## config.mk

```make
export PLATFORM = sky130hd
export DESIGN_NAME = loop_stack
export DESIGN_NICKNAME = d
export VERILOG_FILES = /design/src/rtl/loop_stack.sv
export SDC_FILE = /design/constraint.sdc
export NUM_CORES = 1
export LEC_CHECK = 0
export CORE_MARGIN = 8
export CORE_UTILIZATION = 50
export CTS_CLUSTER_DIAMETER = 200
export DETAILED_ROUTE_END_ITERATION = 16
export PLACE_DENSITY = 0.72
export SYNTH_ARGS = -nofsm -noshare
export SYNTH_HDL_FRONTEND = slang
export SYNTH_SLANG_ARGS = --single-unit
```

## constraint.sdc

```tcl
create_clock -name clk -period 5.9 [get_ports clk]
set_input_delay 0.885 -clock clk [delete_from_list [all_inputs] [get_ports clk]]
set_output_delay 0.885 -clock clk [all_outputs]
set_load 0.005 [all_outputs]
```

## src/rtl/loop_stack.sv

```systemverilog
// rtl/loop_stack.sv - hardware loop stack with redirect, direct top-entry writes and sticky error flags
//
// Holds up to DEPTH nested loop entries {LP, LC}. A push opens a loop, an end marker either
// redirects back to the top LP (decrementing LC) or pops the finished loop.
//
// Ports:
//   clk, rst                   clock, synchronous active-high reset
//   push_valid/push_lp/push_count  begin-loop request with start address and iteration count
//   end_valid                  loop-end marker reached
//   wr_valid/wr_sel/wr_add/wr_data/wr_mask  masked write (or masked add to LC) of the top entry
//   err_clr                    clears sticky error flags
//   redirect/redirect_pc       combinational branch request and its target (top LP)
//   top_lp/top_lc              top entry fields, 0 when empty
//   level/full/empty           occupancy
//   overflow/underflow/collision  sticky error flags
module loop_stack #(
    parameter int WIDTH = 16,
    parameter int DEPTH = 4
) (
    input  logic                       clk,
    input  logic                       rst,
    input  logic                       push_valid,
    input  logic [WIDTH-1:0]           push_lp,
    input  logic [WIDTH-1:0]           push_count,
    input  logic                       end_valid,
    input  logic                       wr_valid,
    input  logic                       wr_sel,
    input  logic                       wr_add,
    input  logic [WIDTH-1:0]           wr_data,
    input  logic [WIDTH-1:0]           wr_mask,
    input  logic                       err_clr,
    output logic                       redirect,
    output logic [WIDTH-1:0]           redirect_pc,
    output logic [WIDTH-1:0]           top_lp,
    output logic [WIDTH-1:0]           top_lc,
    output logic [$clog2(DEPTH+1)-1:0] level,
    output logic                       full,
    output logic                       empty,
    output logic                       overflow,
    output logic                       underflow,
    output logic                       collision
);

    localparam int LW = $clog2(DEPTH + 1);
    localparam int IW = $clog2(DEPTH);
    localparam logic [LW-1:0]    LVL_ONE = LW'(1);
    localparam logic [LW-1:0]    LVL_MAX = LW'(DEPTH);
    localparam logic [WIDTH-1:0] W_ONE   = WIDTH'(1);

    logic [WIDTH-1:0] lp_q [DEPTH];
    logic [WIDTH-1:0] lp_d [DEPTH];
    logic [WIDTH-1:0] lc_q [DEPTH];
    logic [WIDTH-1:0] lc_d [DEPTH];
    logic [LW-1:0]    level_q, level_d;
    logic             ovf_q, ovf_d;
    logic             unf_q, unf_d;
    logic             col_q, col_d;

    logic [LW-1:0]    level_m1;
    logic [IW-1:0]    top_idx;
    logic [IW-1:0]    push_idx;
    logic             is_full, is_empty;
    logic [WIDTH-1:0] cur_lp, cur_lc;
    logic [WIDTH-1:0] wr_val;
    logic             ovf_set, unf_set, col_set;

    // Index arithmetic: top entry lives at level-1; a push lands at level (only used when not full,
    // so level < DEPTH and the truncation to IW bits is lossless).
    assign level_m1 = level_q - LVL_ONE;
    assign top_idx  = level_m1[IW-1:0];
    assign push_idx = level_q[IW-1:0];
    assign is_full  = (level_q == LVL_MAX);
    assign is_empty = (level_q == '0);
    assign cur_lp   = is_empty ? '0 : lp_q[top_idx];
    assign cur_lc   = is_empty ? '0 : lc_q[top_idx];

    assign redirect    = end_valid & ~push_valid & ~is_empty & (cur_lc > W_ONE);
    assign redirect_pc = cur_lp;
    assign top_lp      = cur_lp;
    assign top_lc      = cur_lc;
    assign level       = level_q;
    assign full        = is_full;
    assign empty       = is_empty;
    assign overflow    = ovf_q;
    assign underflow   = unf_q;
    assign collision   = col_q;

    assign wr_val = (wr_sel && wr_add) ? (cur_lc + wr_data) : wr_data;

    assign ovf_set = push_valid & is_full;
    assign unf_set = (end_valid & ~push_valid & is_empty)
                   | (wr_valid & ~push_valid & ~end_valid & is_empty);
    assign col_set = (push_valid & end_valid) | (wr_valid & (push_valid | end_valid));

    always_comb begin
        lp_d    = lp_q;
        lc_d    = lc_q;
        level_d = level_q;

        // Push wins over end and write; end wins over write.
        if (push_valid) begin
            if (!is_full) begin
                lp_d[push_idx] = push_lp;
                lc_d[push_idx] = push_count;
                level_d        = level_q + LVL_ONE;
            end
        end else if (end_valid) begin
            if (!is_empty) begin
                if (cur_lc > W_ONE) begin
                    lc_d[top_idx] = cur_lc - W_ONE;
                end else begin
                    level_d = level_m1;
                end
            end
        end else if (wr_valid && !is_empty) begin
            if (wr_sel) begin
                lc_d[top_idx] = (cur_lc & ~wr_mask) | (wr_val & wr_mask);
            end else begin
                lp_d[top_idx] = (cur_lp & ~wr_mask) | (wr_val & wr_mask);
            end
        end

        // A same-cycle set beats err_clr.
        ovf_d = ovf_set ? 1'b1 : (err_clr ? 1'b0 : ovf_q);
        unf_d = unf_set ? 1'b1 : (err_clr ? 1'b0 : unf_q);
        col_d = col_set ? 1'b1 : (err_clr ? 1'b0 : col_q);
    end

    always_ff @(posedge clk) begin
        if (rst) begin
            for (int i = 0; i < DEPTH; i++) begin
                lp_q[i] <= '0;
                lc_q[i] <= '0;
            end
            level_q <= '0;
            ovf_q   <= 1'b0;
            unf_q   <= 1'b0;
            col_q   <= 1'b0;
        end else begin
            for (int i = 0; i < DEPTH; i++) begin
                lp_q[i] <= lp_d[i];
                lc_q[i] <= lc_d[i];
            end
            level_q <= level_d;
            ovf_q   <= ovf_d;
            unf_q   <= unf_d;
            col_q   <= col_d;
        end
    end

endmodule

```

==> results of run 1 <==
==> stage by stage <==
step | instance area, um2 | util
2_1_floorplan | 8947 | -
3_3_place_gp | 10260 | 0.5768
3_5_place_dp | 10260 | 0.5768
4_1_cts | 10840 | 0.6094
5_1_grt | 10840 | 0.6094
6_report | 10840 | 0.6094
==> where the power goes <==
group	internal [uW]	leakage, uW	total, uW	switching [uW]
Sequential	1050	0.00109	1130	82.9
Clock	625	0.000277	1060	431
Combinational	686	0.00287	1780	1090
Total	2360	0.00424	3960	1600
==> logic make-up (layout without fill, tap and decap cells) <==
group | after synthesis | count (layout) | share of synthesized area
compound gates | 378 | 378 | 0.2885
xor+xnor | 16 | 16 | 0.01566
fa+ha+maj | 24 | 24 | 0.03440
buf+inv | 126 | 205 | 0.06069
flops | 134 | 134 | 0.2998
mux | 36 | 36 | 0.08530
simple gates | 411 | 411 | 0.2156
==> Yosys cell counts, drive strengths merged (18+ instances only) <==
library cell,count
a221oi,68
nand3,19
inv,19
ha,23
buf,26
nand2,85
clkbuf,81
nor3,65
dfxtp,134
o211ai,18
mux4,32
and2,36
o21ai,96
a21oi,68
nor2,142
==> how the worst max path moves through the flow <==
stage,depth (start not counted),slack [ns],end
floorplan,18,0.94,lp_q[47]
global placement,14,1.03,lc_q[57]
detailed placement,14,0.95,lc_q[57]
CTS,12,0.57,redirect
global route,12,0.21,redirect
finish,12,0.46,redirect
==> flip-flops by register name (all words and copies together), names as in the netlist <==
| signal | count |
|---|---|
| collision | 1 |
| lc_q | 64 |
| level | 3 |
| lp_q | 64 |
| overflow | 1 |
| underflow | 1 |
==> worst reg2reg max path: stages (launching register included) <==
cell and delay, ns:
dfxtp_1 0.40, inv_1 0.11, ha_1 0.67, mux4_2 0.51, nand2_1 0.17, inv_1 0.12, ha_1 0.34, and2_1 0.17
a221oi_1 0.53, a21oi_1 0.22, o31a_1 0.32, o311a_1 0.34, o31ai_1 0.60, a22oi_1 0.14, a211oi_1 0.26
==> metal layers <==
| metal | vias to the layer above | GRT usage | part of all wire |
|---|---|---|---|
| li1 | 4360 | - | - |
| met1 | 4571 | 0.4020 | 0.39 |
| met2 | 676 | 0.4547 | 0.44 |
| met3 | 105 | 0.08255 | 0.14 |
| met4 | 0 | 0.1369 | 0.036 |
| met5 | - | 0 | 0 |
==> area by class of cell <==
class	count	area share
Clock inverter	14	0.01386
Multi-Input combinational cell	865	0.5300
Timing Repair Buffer	154	0.1358
Sequential cell	134	0.2477
Inverter	19	0.006582
Clock buffer	18	0.03961
Tap cell	229	0.02644
==> qor_table.md, run 1 <==
| Metric | Value | Unit |
|---|---|---|
| Cell row count | 49 | - |
| Share of cells above drive strength 1 | 0.08887 | - |
| Cell family with the largest share of critical-path delay | simple AND/OR/NAND/NOR gates | - |
| Reg clk slew, reported paths | 0.06 | ns |
| Worst hold path cell count | 2 | - |
| Clock Path Buffers | 2 | - |
| Mean instance size in the synthesized netlist | 7.953 | um2 |
| Vias post-DR | 9712 | - |
| Global-route wire length before repair | 52.81 | mm |
| Number of nets in the final layout | 1287 | - |
| Area occupied by multi-input gates | 5743 | um2 |
| Wirelength per Cell | 24.09 | um |
| Startpoint Class | flop | - |
| Number of maximum-capacitance violations | 0 | - |
| Die Y-Extent | 149.8 | um |
| Pin count of the biggest net entering global routing | 58 | - |
| TritonCTS clock tree | yes | - |
| Layout filler cell count | 1568 | - |
| Final wirelength | 34.53 | mm |
| Post-Place Cells | 1401 | - |
| Final antenna diode count | 0 | - |
| Effective utilization at floorplan | 0.5032 | - |
| Final setup slack of the worst path | 0.4573 | ns |
| Worst-case setup slack after placement | 0.9512 | ns |
| Worst voltage drop across the vdd grid | 0.2438 | mV |
| Result of the run | complete, no violations | - |
| Slowest cell delay on critical path | 0.67 | ns |
| Distinct cell type count of the synthesized netlist | 67 | - |
| Highest achievable clock rate | 0.1837 | GHz |
| Setup repair after global routing missed its margin | no | - |
| Biggest area contributors in the synthesized netlist | dfxtp_1 (30%), mux4_2 (8.1%), a221oi_1 (6.7%) | - |
| Post-DR vias/cell | 6.777 | - |
| First drt pass iteration count | 7 | - |
| Placed wire-length estimate after detailed placement | 24.21 | mm |
| Seq cells post-synth | 134 | - |
| Number of clock sinks | 134 | - |
| Final worst path period need | 5.443 | ns |
| Leading cell type in the layout, fill and taps excluded | nor2_1 | - |
| End of the worst register-to-register path | lc_q[57] | - |
| Port buffer count | 128 | - |
| Most instantiated flip-flop cell in the synthesis netlist | dfxtp_1 | - |
| Type of the tightest min-delay check | flop to flop | - |
| Htree depth | 4 | - |
| Core region area | 17780 | um2 |
| Routability Congestion | 0.9789 | - |
| Post-Synthesis Cells | 1125 | - |
| Slew at the pin closest to its max-slew limit | 0.9677 | ns |
| Number of nets produced by synthesis | 1221 | - |
| Power consumption | 3961 | uW |
| EDFF count, synth | 0 | - |
| Proportion of register bits with asynchronous set or reset after synthesis | 0 | - |
| Critical path class | flop to primary output | - |
| Share of the synthesized area in the top cell type | 0.2998 | - |
| Clk Latency, worst-skew pair | 0.43 | ns |
| Most area-hungry cell type in the Yosys netlist | dfxtp_1 | - |
| Via count of the first global-routing pass | 9198 | - |
| Flip-flop and latch area | 2684 | um2 |
| Clock tree root buffer cell | clkbuf_16 | - |
| Total gr overflow | 0 | - |
| Worst Hold Slack | 0.4612 | ns |
| DRC violations left | 0 | - |
| Share of the clock period used by the worst path after layout | 0.9225 | - |
| Chain of cells forming the critical path | inv_1 > ha_1 > mux4_2 > and2_1 > inv_1 > ha_1 > nor2_1 > a2111oi_0 > nor2_1 > nor3_1 > nor3_1 > clkdlybuf4s50_1 | - |
| Number of setup buffers added after CTS | 0 | - |
| Hold Crit Endpoint | lc_q[27] | - |
| Antenna violations before repair | 0 | - |
| Number of failing setup endpoints in the final timing report | 0 | - |
| Startpoint of the lowest-slack hold path | lc_q[27] | - |
| Commonest cells after routing, fill and taps aside | nor2_1 (142), dfxtp_1 (133), clkdlybuf4s50_1 (127), nand2_1 (85), a221oi_1 (68) | - |
| Reg-to-reg startpoint | level[1] | - |
| Detailed Route Iter0 Violations | 1313 | - |
| Post-synthesis to final-layout area growth | 21.10 | % |
| Count of placed standard cells in the final layout, fillers left out | 1433 | - |
| CTS buffer count | 17 | - |
| Final hold viol count | 0 | - |
| Final count of pins violating max slew | 0 | - |
| Quantity of gates resized following cts | 0 | - |
| Maximum fanout along the worst path | 12 | - |
| Worst clock skew | 0.01110 | ns |
| Number of cells traversed by the worst register-to-register path | 14 | - |
| Reg2reg setup slack | 0.92 | ns |
| Total GRT Usage | 0.3039 | - |
| Combined area of all synthesized cells | 8947 | um2 |
| Width of the chip | 149.8 | um |
| DIE AREA | 22430 | um2 |
| Number of buffers inserted by hold repair at cts | 0 | - |
| Yosys Warn Count | 0 | - |
| Crit path arrival time | 4.56 | ns |
| Setup TNS | 0 | ns |
| Post-route antenna net violation count | 0 | - |
| Required time at the endpoint of the critical path | 5.02 | ns |
| Cell with the biggest individual delay on the critical path | ha_1 | - |
| Launch point of the worst path | level[1] | - |
| Crit path buf inv count | 3 | - |
| Slew headroom | 0.3549 | - |
| Leakage component of the power | 0.004241 | uW |
| Element type at the critical path end | primary output | - |
| Number of I/O pins | 129 | - |
| Power per unit of standard cell area | 365.5 | nW/um2 |
| Post-synthesis sequential area ratio | 0.2998 | - |
(Power assumes the default switching activity.)
==> run 2: changes to the inputs <==
--- a/config.mk
+++ b/config.mk
@@ -5,6 +5,8 @@
 export SDC_FILE = /design/constraint.sdc
 export NUM_CORES = 1
 export LEC_CHECK = 0
+export ABC_AREA = 1
+export CAP_MARGIN = 0
 export CORE_MARGIN = 8
 export CORE_UTILIZATION = 50
 export CTS_CLUSTER_DIAMETER = 200
==> run 2 against run 1 <==
Sequential cell count did not move. Core utilization fell by 0.95 points. Area after synthesis rose by 11%. Non-clock buffer count fell by 10. Sequential power rose by 9.7%. Combinational power rose to 2.8 times the previous value. Critical path type unchanged. Highest routed layer unchanged.
==> qor_table.md, run 2 <==
| Metric | Value | Unit | Delta |
|---|---|---|---|
| Result of the run | complete, no violations | - |  |
| Post-Synthesis Cells | 1727 | - | +54% |
| Final count of pins violating max slew | 0 | - | unchanged |
| Highest achievable clock rate | 0.2120 | GHz | +15% |
| Global-route wire length before repair | 59.02 | mm | +12% |
| Via count of the first global-routing pass | 10569 | - | +15% |
| Cell repeated most along the worst path | nand2_1 | - |  |
| Clock Path Buffers | 2 | - | unchanged |
| Yosys Warn Count | 0 | - | unchanged |
| CTS buffer count | 17 | - | unchanged |
| Critical path class | flop to primary output | - |  |
| Reg clk slew, reported paths | 0.06 | ns | about the same |
| Share of the clock period used by the worst path after layout | 0.7997 | - | -0.1228 |
| Commonest cells after routing, fill and taps aside | nand2_1 (607), nor2_1 (241), inv_1 (155), dfxtp_1 (133), clkdlybuf4s50_1 (128) | - |  |
| Htree depth | 4 | - | unchanged |
| Leading cell type in the layout, fill and taps excluded | nand2_1 | - |  |
| Logic depth of the worst path, buffers included | 15 | - | +3 |
| Detailed Route Iter0 Violations | 1415 | - | +7.8% |
| Leakage component of the power | 0.005557 | uW | +31% |
| Routability Congestion | 1.074 | - | +9.7% |
| Crit path buf inv count | 4 | - | +1 |
| Element type at the critical path end | primary output | - |  |
| Power per unit of standard cell area | 634.7 | nW/um2 | +74% |
| Share of cells above drive strength 1 | 0.04287 | - | -0.04600 |
| Post-DR vias/cell | 5.659 | - | -17% |
| Most area-hungry cell type in the Yosys netlist | dfxtp_1 | - |  |
| Number of setup buffers added after CTS | 0 | - | unchanged |
| Number of I/O pins | 129 | - | unchanged |
| Total gr overflow | 0 | - | unchanged |
| Total GRT Usage | 0.3077 | - | +0.003810 |
| Wirelength per Cell | 18.38 | um | -24% |
| Crit path arrival time | 3.83 | ns | -0.73 ns |
| Startpoint Class | flop | - |  |
| First drt pass iteration count | 6 | - | -1 |
| Chain of cells forming the critical path | inv_1 > ha_1 > inv_2 > nand3_1 > nand2_1 > nand2_1 > ha_1 > nand3_2 > nor2_4 > inv_2 > nand2_1 > nand2_1 > nand2_1 > nor3_1 > clkdlybuf4s50_1 | - |  |
| Cell with the biggest individual delay on the critical path | inv_2 | - |  |
| Setup repair after global routing missed its margin | no | - |  |
| TritonCTS clock tree | yes | - |  |
| Most instantiated cells after synthesis | nand2_1 (607), nor2_1 (242), inv_1 (156) | - |  |
| Quantity of gates resized following cts | 0 | - | unchanged |
| Clk Latency, worst-skew pair | 0.44 | ns | about the same |
| EDFF count, synth | 0 | - | unchanged |
| Combined area of all synthesized cells | 9904 | um2 | +11% |
| Distinct cell type count of the synthesized netlist | 36 | - | -46% |
| Biggest area contributors in the synthesized netlist | dfxtp_1 (27%), nand2_1 (23%), nor2_1 (9.2%) | - |  |
| Layout filler cell count | 1990 | - | +27% |
| Seq cells post-synth | 134 | - | unchanged |
| Final wirelength | 37.89 | mm | +9.7% |
| Type of the tightest min-delay check | flop to flop | - |  |
| Mean instance size in the synthesized netlist | 5.735 | um2 | -28% |
| Number of nets produced by synthesis | 1823 | - | +49% |
| Post-route antenna net violation count | 0 | - | unchanged |
| Core region area | 19460 | um2 | +9.5% |
| Cell family with the largest share of critical-path delay | buffers and inverters | - |  |
| Maximum fanout along the worst path | 32 | - | +20 |
| Placed wire-length estimate after detailed placement | 26.34 | mm | +8.8% |
| Final worst path period need | 4.718 | ns | -0.7248 ns |
| Clock tree root buffer cell | clkbuf_16 | - |  |
| Number of failing setup endpoints in the final timing report | 0 | - | unchanged |
| Number of cells traversed by the worst register-to-register path | 21 | - | +7 |
| Pin count of the biggest net entering global routing | 71 | - | +22% |
| Worst hold path cell count | 2 | - | unchanged |
| Proportion of register bits with asynchronous set or reset after synthesis | 0 | - | unchanged |
| Number of clock sinks | 134 | - | unchanged |
| Cell with the most instances after synthesis | nand2_1 | - |  |
| Required time at the endpoint of the critical path | 5.02 | ns | about the same |
| Post-synthesis to final-layout area growth | 17.89 | % |  |
| Vias post-DR | 11668 | - | +20% |
| Cell row count | 51 | - | +4.1% |
| Setup TNS | 0 | ns | unchanged |
| Number of buffers inserted by hold repair at cts | 0 | - | unchanged |
| Layout Cell Area excl Fill | 11680 | um2 | +7.8% |
| Slew headroom | 0.1032 | - | -0.2517 |
| DIE AREA | 24570 | um2 | +9.5% |
| Post-place instance area | 11070 | um2 | +7.9% |
| Effective utilization at floorplan | 0.5089 | - | +0.005667 |
| DRC violations left | 0 | - | unchanged |
| Die Y-Extent | 156.7 | um | +4.7% |
| Slowest cell delay on critical path | 0.60 | ns | -0.07 ns |
| Slew at the pin closest to its max-slew limit | 1.344 | ns | +0.3760 ns |
| Worst voltage drop across the vdd grid | 0.4394 | mV | +80% |
| Most instantiated flip-flop cell in the synthesis netlist | dfxtp_1 | - |  |
| Final hold viol count | 0 | - | unchanged |
| Antenna violations before repair | 0 | - | unchanged |
| Number of maximum-capacitance violations | 0 | - | unchanged |
| Share of the synthesized area in the top cell type | 0.2708 | - | -0.02897 |
| Post-synthesis sequential area ratio | 0.2708 | - | -0.02897 |
| Port buffer count | 128 | - | unchanged |
| Width of the chip | 156.7 | um | +4.7% |
| Worst clock skew | 0.009005 | ns | -0.002096 ns |
| Number of nets in the final layout | 1879 | - | +46% |
==> run 2: final timing paths <==
kind	to	slack, ns	from
min	underflow	0.46	underflow
min reg2reg	underflow	0.46	underflow
max reg2reg	lc_q[41]	1.54	level[1]
max	redirect	1.18	level[1]
==> run 2: through the flow <==
step	hold slack [ns]	std cells	total power, uW	worst slack (ns)	util
final	0.4634	2062	7411	1.182	0.5999
after global routing	0.5018	2061	7984	0.9539	0.5998
after CTS	0.4652	2061	7300	1.265	0.5998
after detailed placement	0.4556	2029	6153	1.566	0.5687
after global placement	0.4550	2029	6139	1.616	0.5687
after floorplan	0.4538	1727	4639	1.956	-
==> run 2: layer usage <==
metal / wire, um / vias to the layer above / track usage / share of wire
li1: - / 5630 / - / -
met1: 15550 / 5288 / 0.4018 / 0.41
met2: 16900 / 635 / 0.4820 / 0.45
met3: 3950 / 115 / 0.05847 / 0.10
met4: 1491 / 0 / 0.1405 / 0.039
met5: 0 / - / 0 / 0
==> run 2: kinds of logic after synthesis <==
kind of cell | after synthesis | share of synthesized area
XOR/XNOR | 7 | 0.006190
AND/OR/NAND/NOR | 1012 | 0.4126
AO/OA/AOI/OAI | 277 | 0.1574
flip-flops | 134 | 0.2708
buffers and inverters | 273 | 0.1219
adder cells (fa/ha/maj) | 24 | 0.03108
==> run 2: area by class of cell <==
| cell class | instances | area, um2 | share of cell area |
|---|---|---|---|
| timing repair buffer | 144 | 1401 | 0.1200 |
| tap | 265 | 331.6 | 0.02840 |
| clock buffer | 17 | 425.4 | 0.03643 |
| sequential | 134 | 2684 | 0.2299 |
| clock inverter | 15 | 180.2 | 0.01543 |
| antenna | 1 | 2.502 | 0.0002143 |
| inverter | 166 | 623.1 | 0.05336 |
| multi-input combinational | 1320 | 6028 | 0.5163 |
==> run 2: power breakdown <==
group          leakage [uW]  internal (uW)  switching [uW]
clock              0.000290            642             489
combinational       0.00417           1640            3400
sequential          0.00110           1150            86.6
==> run 2: worst register-to-register path, cell delays in order (launching register included) <==
cell and delay [ns]:
dfxtp_1 0.39, inv_1 0.11, ha_1 0.31, inv_2 0.60
nand3_1 0.20, nand2_1 0.16, nand2_2 0.11, inv_1 0.18
ha_1 0.31, nand2_1 0.17, inv_1 0.05, a21oi_1 0.20
nand3_1 0.17, nand2_1 0.09, nand2_1 0.05, o21ai_0 0.41
nand2_1 0.17, nand2_1 0.24, nand3_1 0.11, nand2_1 0.10
nor2_1 0.04, nor2_1 0.11
==> run 3: changes to the inputs <==
--- a/config.mk
+++ b/config.mk
@@ -11,7 +11,7 @@
 export CORE_UTILIZATION = 50
 export CTS_CLUSTER_DIAMETER = 200
 export DETAILED_ROUTE_END_ITERATION = 16
-export PLACE_DENSITY = 0.72
+export PLACE_DENSITY = 0.75
 export SYNTH_ARGS = -nofsm -noshare
 export SYNTH_HDL_FRONTEND = slang
 export SYNTH_SLANG_ARGS = --single-unit
==> constraint.sdc (replaced) <==
create_clock -name clk -period 4 [get_ports clk]
set_input_delay 0.6 -clock clk [delete_from_list [all_inputs] [get_ports clk]]
set_output_delay 0.6 -clock clk [all_outputs]
set_load 0.005 [all_outputs]
==> run 3 against run 2 <==
Critical path depth is 8 lower. Sequential power is 48% higher. Final cell count is 1.6% higher. Total power is 52% higher. Setup slack worse by 1.0 ns. Clock skew is 0.0033 ns higher. Cell area is 3.1% higher. Count of clock-buffer cells in the layout stayed put. Combinational power is 54% higher. Global-route usage is 0.27 points lower. Routed wire length is 0.15% higher. Critical path type unchanged. Critical endpoint is now top_lp[15].
==> qor_table.md, run 3 (synthesized netlist as in run 2, its figures left out) <==
| Metric | Value | Unit | Delta |
|---|---|---|---|
| Number of maximum-capacitance violations | 0 | - | unchanged |
| Clock tree root buffer cell | clkbuf_16 | - |  |
| Number of buffers inserted by hold repair at cts | 0 | - | unchanged |
| Crit path capture | top_lp[15] | - |  |
| First drt pass iteration count | 7 | - | +1 |
| Cell with the biggest individual delay on the critical path | clkdlybuf4s50_1 | - |  |
| Routability Congestion | 0.9930 | - | -7.6% |
| Setup TNS | 0 | ns | unchanged |
| Number of nets in the final layout | 1912 | - | +1.8% |
| Reg2reg setup slack | 0.34 | ns | -1.20 ns |
| End of the worst register-to-register path | lc_q[57] | - |  |
| Port buffer count | 128 | - | unchanged |
| Wirelength per Cell | 18.10 | um | -1.5% |
| Required time at the endpoint of the critical path | 3.40 | ns | -1.62 ns |
| Final worst path period need | 3.822 | ns |  |
| Die Y-Extent | 156.7 | um | unchanged |
| Number of clock sinks | 134 | - | unchanged |
| Type of the tightest min-delay check | flop to flop | - |  |
| Final wirelength | 37.95 | mm | +0.15% |
| Reg-to-reg startpoint | level[1] | - |  |
| Share of the clock period used by the worst path after layout | 0.9556 | - |  |
| CTS buffer count | 17 | - | unchanged |
| Maximum fanout along the worst path | 20 | - | -38% |
| Global-route wire length before repair | 58.47 | mm | -0.94% |
| Slew at the pin closest to its max-slew limit | 1.201 | ns | -0.1427 ns |
| Post-synthesis to final-layout area growth | 21.49 | % |  |
| Layout filler cell count | 1934 | - | -2.8% |
| Slowest cell delay on critical path | 0.60 | ns | about the same |
| Cell row count | 51 | - | unchanged |
| Number of cells traversed by the worst register-to-register path | 21 | - | unchanged |
| Startpoint Class | flop | - |  |
| Number of I/O pins | 129 | - | unchanged |
| Critical path class | flop to primary output | - |  |
| Post-route antenna net violation count | 0 | - | unchanged |
| Leakage component of the power | 0.005761 | uW | +3.7% |
| Worst voltage drop across the vdd grid | 0.3901 | mV | -11% |
| Setup repair after global routing missed its margin | no | - |  |
| Number of failing setup endpoints in the final timing report | 0 | - | unchanged |
| Chain of cells forming the critical path | inv_1 > ha_4 > nand2_4 > clkinv_1 > buf_4 > a21oi_1 > clkdlybuf4s50_1 | - |  |
| Utilization of the core after routing | 0.6183 | - | +0.01832 |
| Launch point of the worst path | level[1] | - |  |
| Htree depth | 4 | - | unchanged |
| Result of the run | complete, no violations | - |  |
| Number of setup buffers added after CTS | 0 | - | unchanged |
| DRC violations left | 0 | - | unchanged |
| Leading cell type in the layout, fill and taps excluded | nand2_1 | - |  |
| Commonest cells after routing, fill and taps aside | nand2_1 (605), nor2_1 (241), inv_1 (155), dfxtp_1 (133), clkdlybuf4s50_1 (127) | - |  |
| Vias post-DR | 11792 | - | +1.1% |
| Reg clk slew, reported paths | 0.06 | ns | about the same |
| Clock Path Buffers | 2 | - | unchanged |
| Crit path arrival time | 3.22 | ns | -0.61 ns |
| Share of cells above drive strength 1 | 0.06452 | - | +0.02164 |
| Detailed Route Iter0 Violations | 1284 | - | -9.3% |
| Highest achievable clock rate | 0.2616 | GHz |  |
| Total gr overflow | 0 | - | unchanged |
| DIE AREA | 24570 | um2 | unchanged |
| Final count of pins violating max slew | 0 | - | unchanged |
| Width of the chip | 156.7 | um | unchanged |
| Effective utilization at floorplan | 0.5089 | - | unchanged |
| Clk Latency, worst-skew pair | 0.44 | ns | about the same |
| Worst clock skew | 0.01229 | ns | +0.003282 ns |
| TritonCTS clock tree | yes | - |  |
| Placed wire-length estimate after detailed placement | 26.79 | mm | +1.7% |
| Element type at the critical path end | primary output | - |  |
| Core region area | 19460 | um2 | unchanged |
| Post-DR vias/cell | 5.626 | - | -0.58% |
| Final hold viol count | 0 | - | unchanged |
| Total GRT Usage | 0.3050 | - | -0.002749 |
| Antenna violations before repair | 1 | - | +1 |
| Via count of the first global-routing pass | 10603 | - | +0.32% |
| Pin count of the biggest net entering global routing | 72 | - | +1.4% |
| Slew headroom | 0.1993 | - | +0.09613 |
| Power per unit of standard cell area | 933.4 | nW/um2 | +47% |
run 3: cell type report:
type / count / area (um2) / share of cell area
Multi-Input combinational cell: 1320 / 6085 / 0.5057
Sequential cell: 134 / 2684 / 0.2230
Timing Repair Buffer: 177 / 1692 / 0.1406
Inverter: 166 / 628.1 / 0.05220
Clock buffer: 17 / 425.4 / 0.03535
Tap cell: 265 / 331.6 / 0.02756
Clock inverter: 15 / 182.7 / 0.01518
Antenna cell: 2 / 5.005 / 0.0004159
run 3: power by group:
part	switching (uW)	leakage (uW)	internal, uW
clock	733	0.000296	897
combinational	5090	0.00437	2680
sequential	130	0.00110	1700
total	5950	0.00576	5280
run 3: worst min path at each step:
stage | cells after the start | from | to | slack, ns
3_5_place_dp | 2 | underflow | underflow | 0.46
2_1_floorplan | 2 | overflow | overflow | 0.45
6_report | 2 | underflow | underflow | 0.46
3_3_place_gp | 2 | overflow | overflow | 0.45
4_1_cts | 2 | underflow | underflow | 0.47
5_1_grt | 2 | underflow | underflow | 0.49
run 3: critical path, delay by kind of cell, from the launching register on:
kind / cells / cell delay (ns)
AOI/OAI and AO/OA: 1 / 0.38
adders and majority gates: 1 / 0.20
buffers and inverters: 4 / 1.60
DFF: 1 / 0.38
and+or+nand+nor: 1 / 0.23
run 3: routing by layer:
metal  GRT usage  wire, um
met2      0.4774     16870
met3     0.06453      3961
met4      0.1442      1518
met1      0.3928     15600
met5           0         0
run 3: repair_timing:
| action | 4_1_cts | 5_1_grt |
|---|---|---|
| setup endpoints to repair | 1 | 10 |
| resized for setup | 5 | 14 |
| pin swaps | 0 | 1 |
run 3: metrics by stage:
step / hold WS, ns / worst slack [ns] / cells / total power [uW] / area (um2)
after floorplan: 0.4538 / 0.05550 / 1727 / 6842 / 9905
after global placement: 0.4499 / 0.2891 / 2062 / 9265 / 11340
after detailed placement: 0.4554 / 0.2586 / 2062 / 9285 / 11340
after CTS: 0.4652 / 0.08639 / 2094 / 10990 / 11970
after global routing: 0.4911 / 0.1065 / 2094 / 12060 / 12030
final: 0.4617 / 0.1777 / 2096 / 11230 / 12030
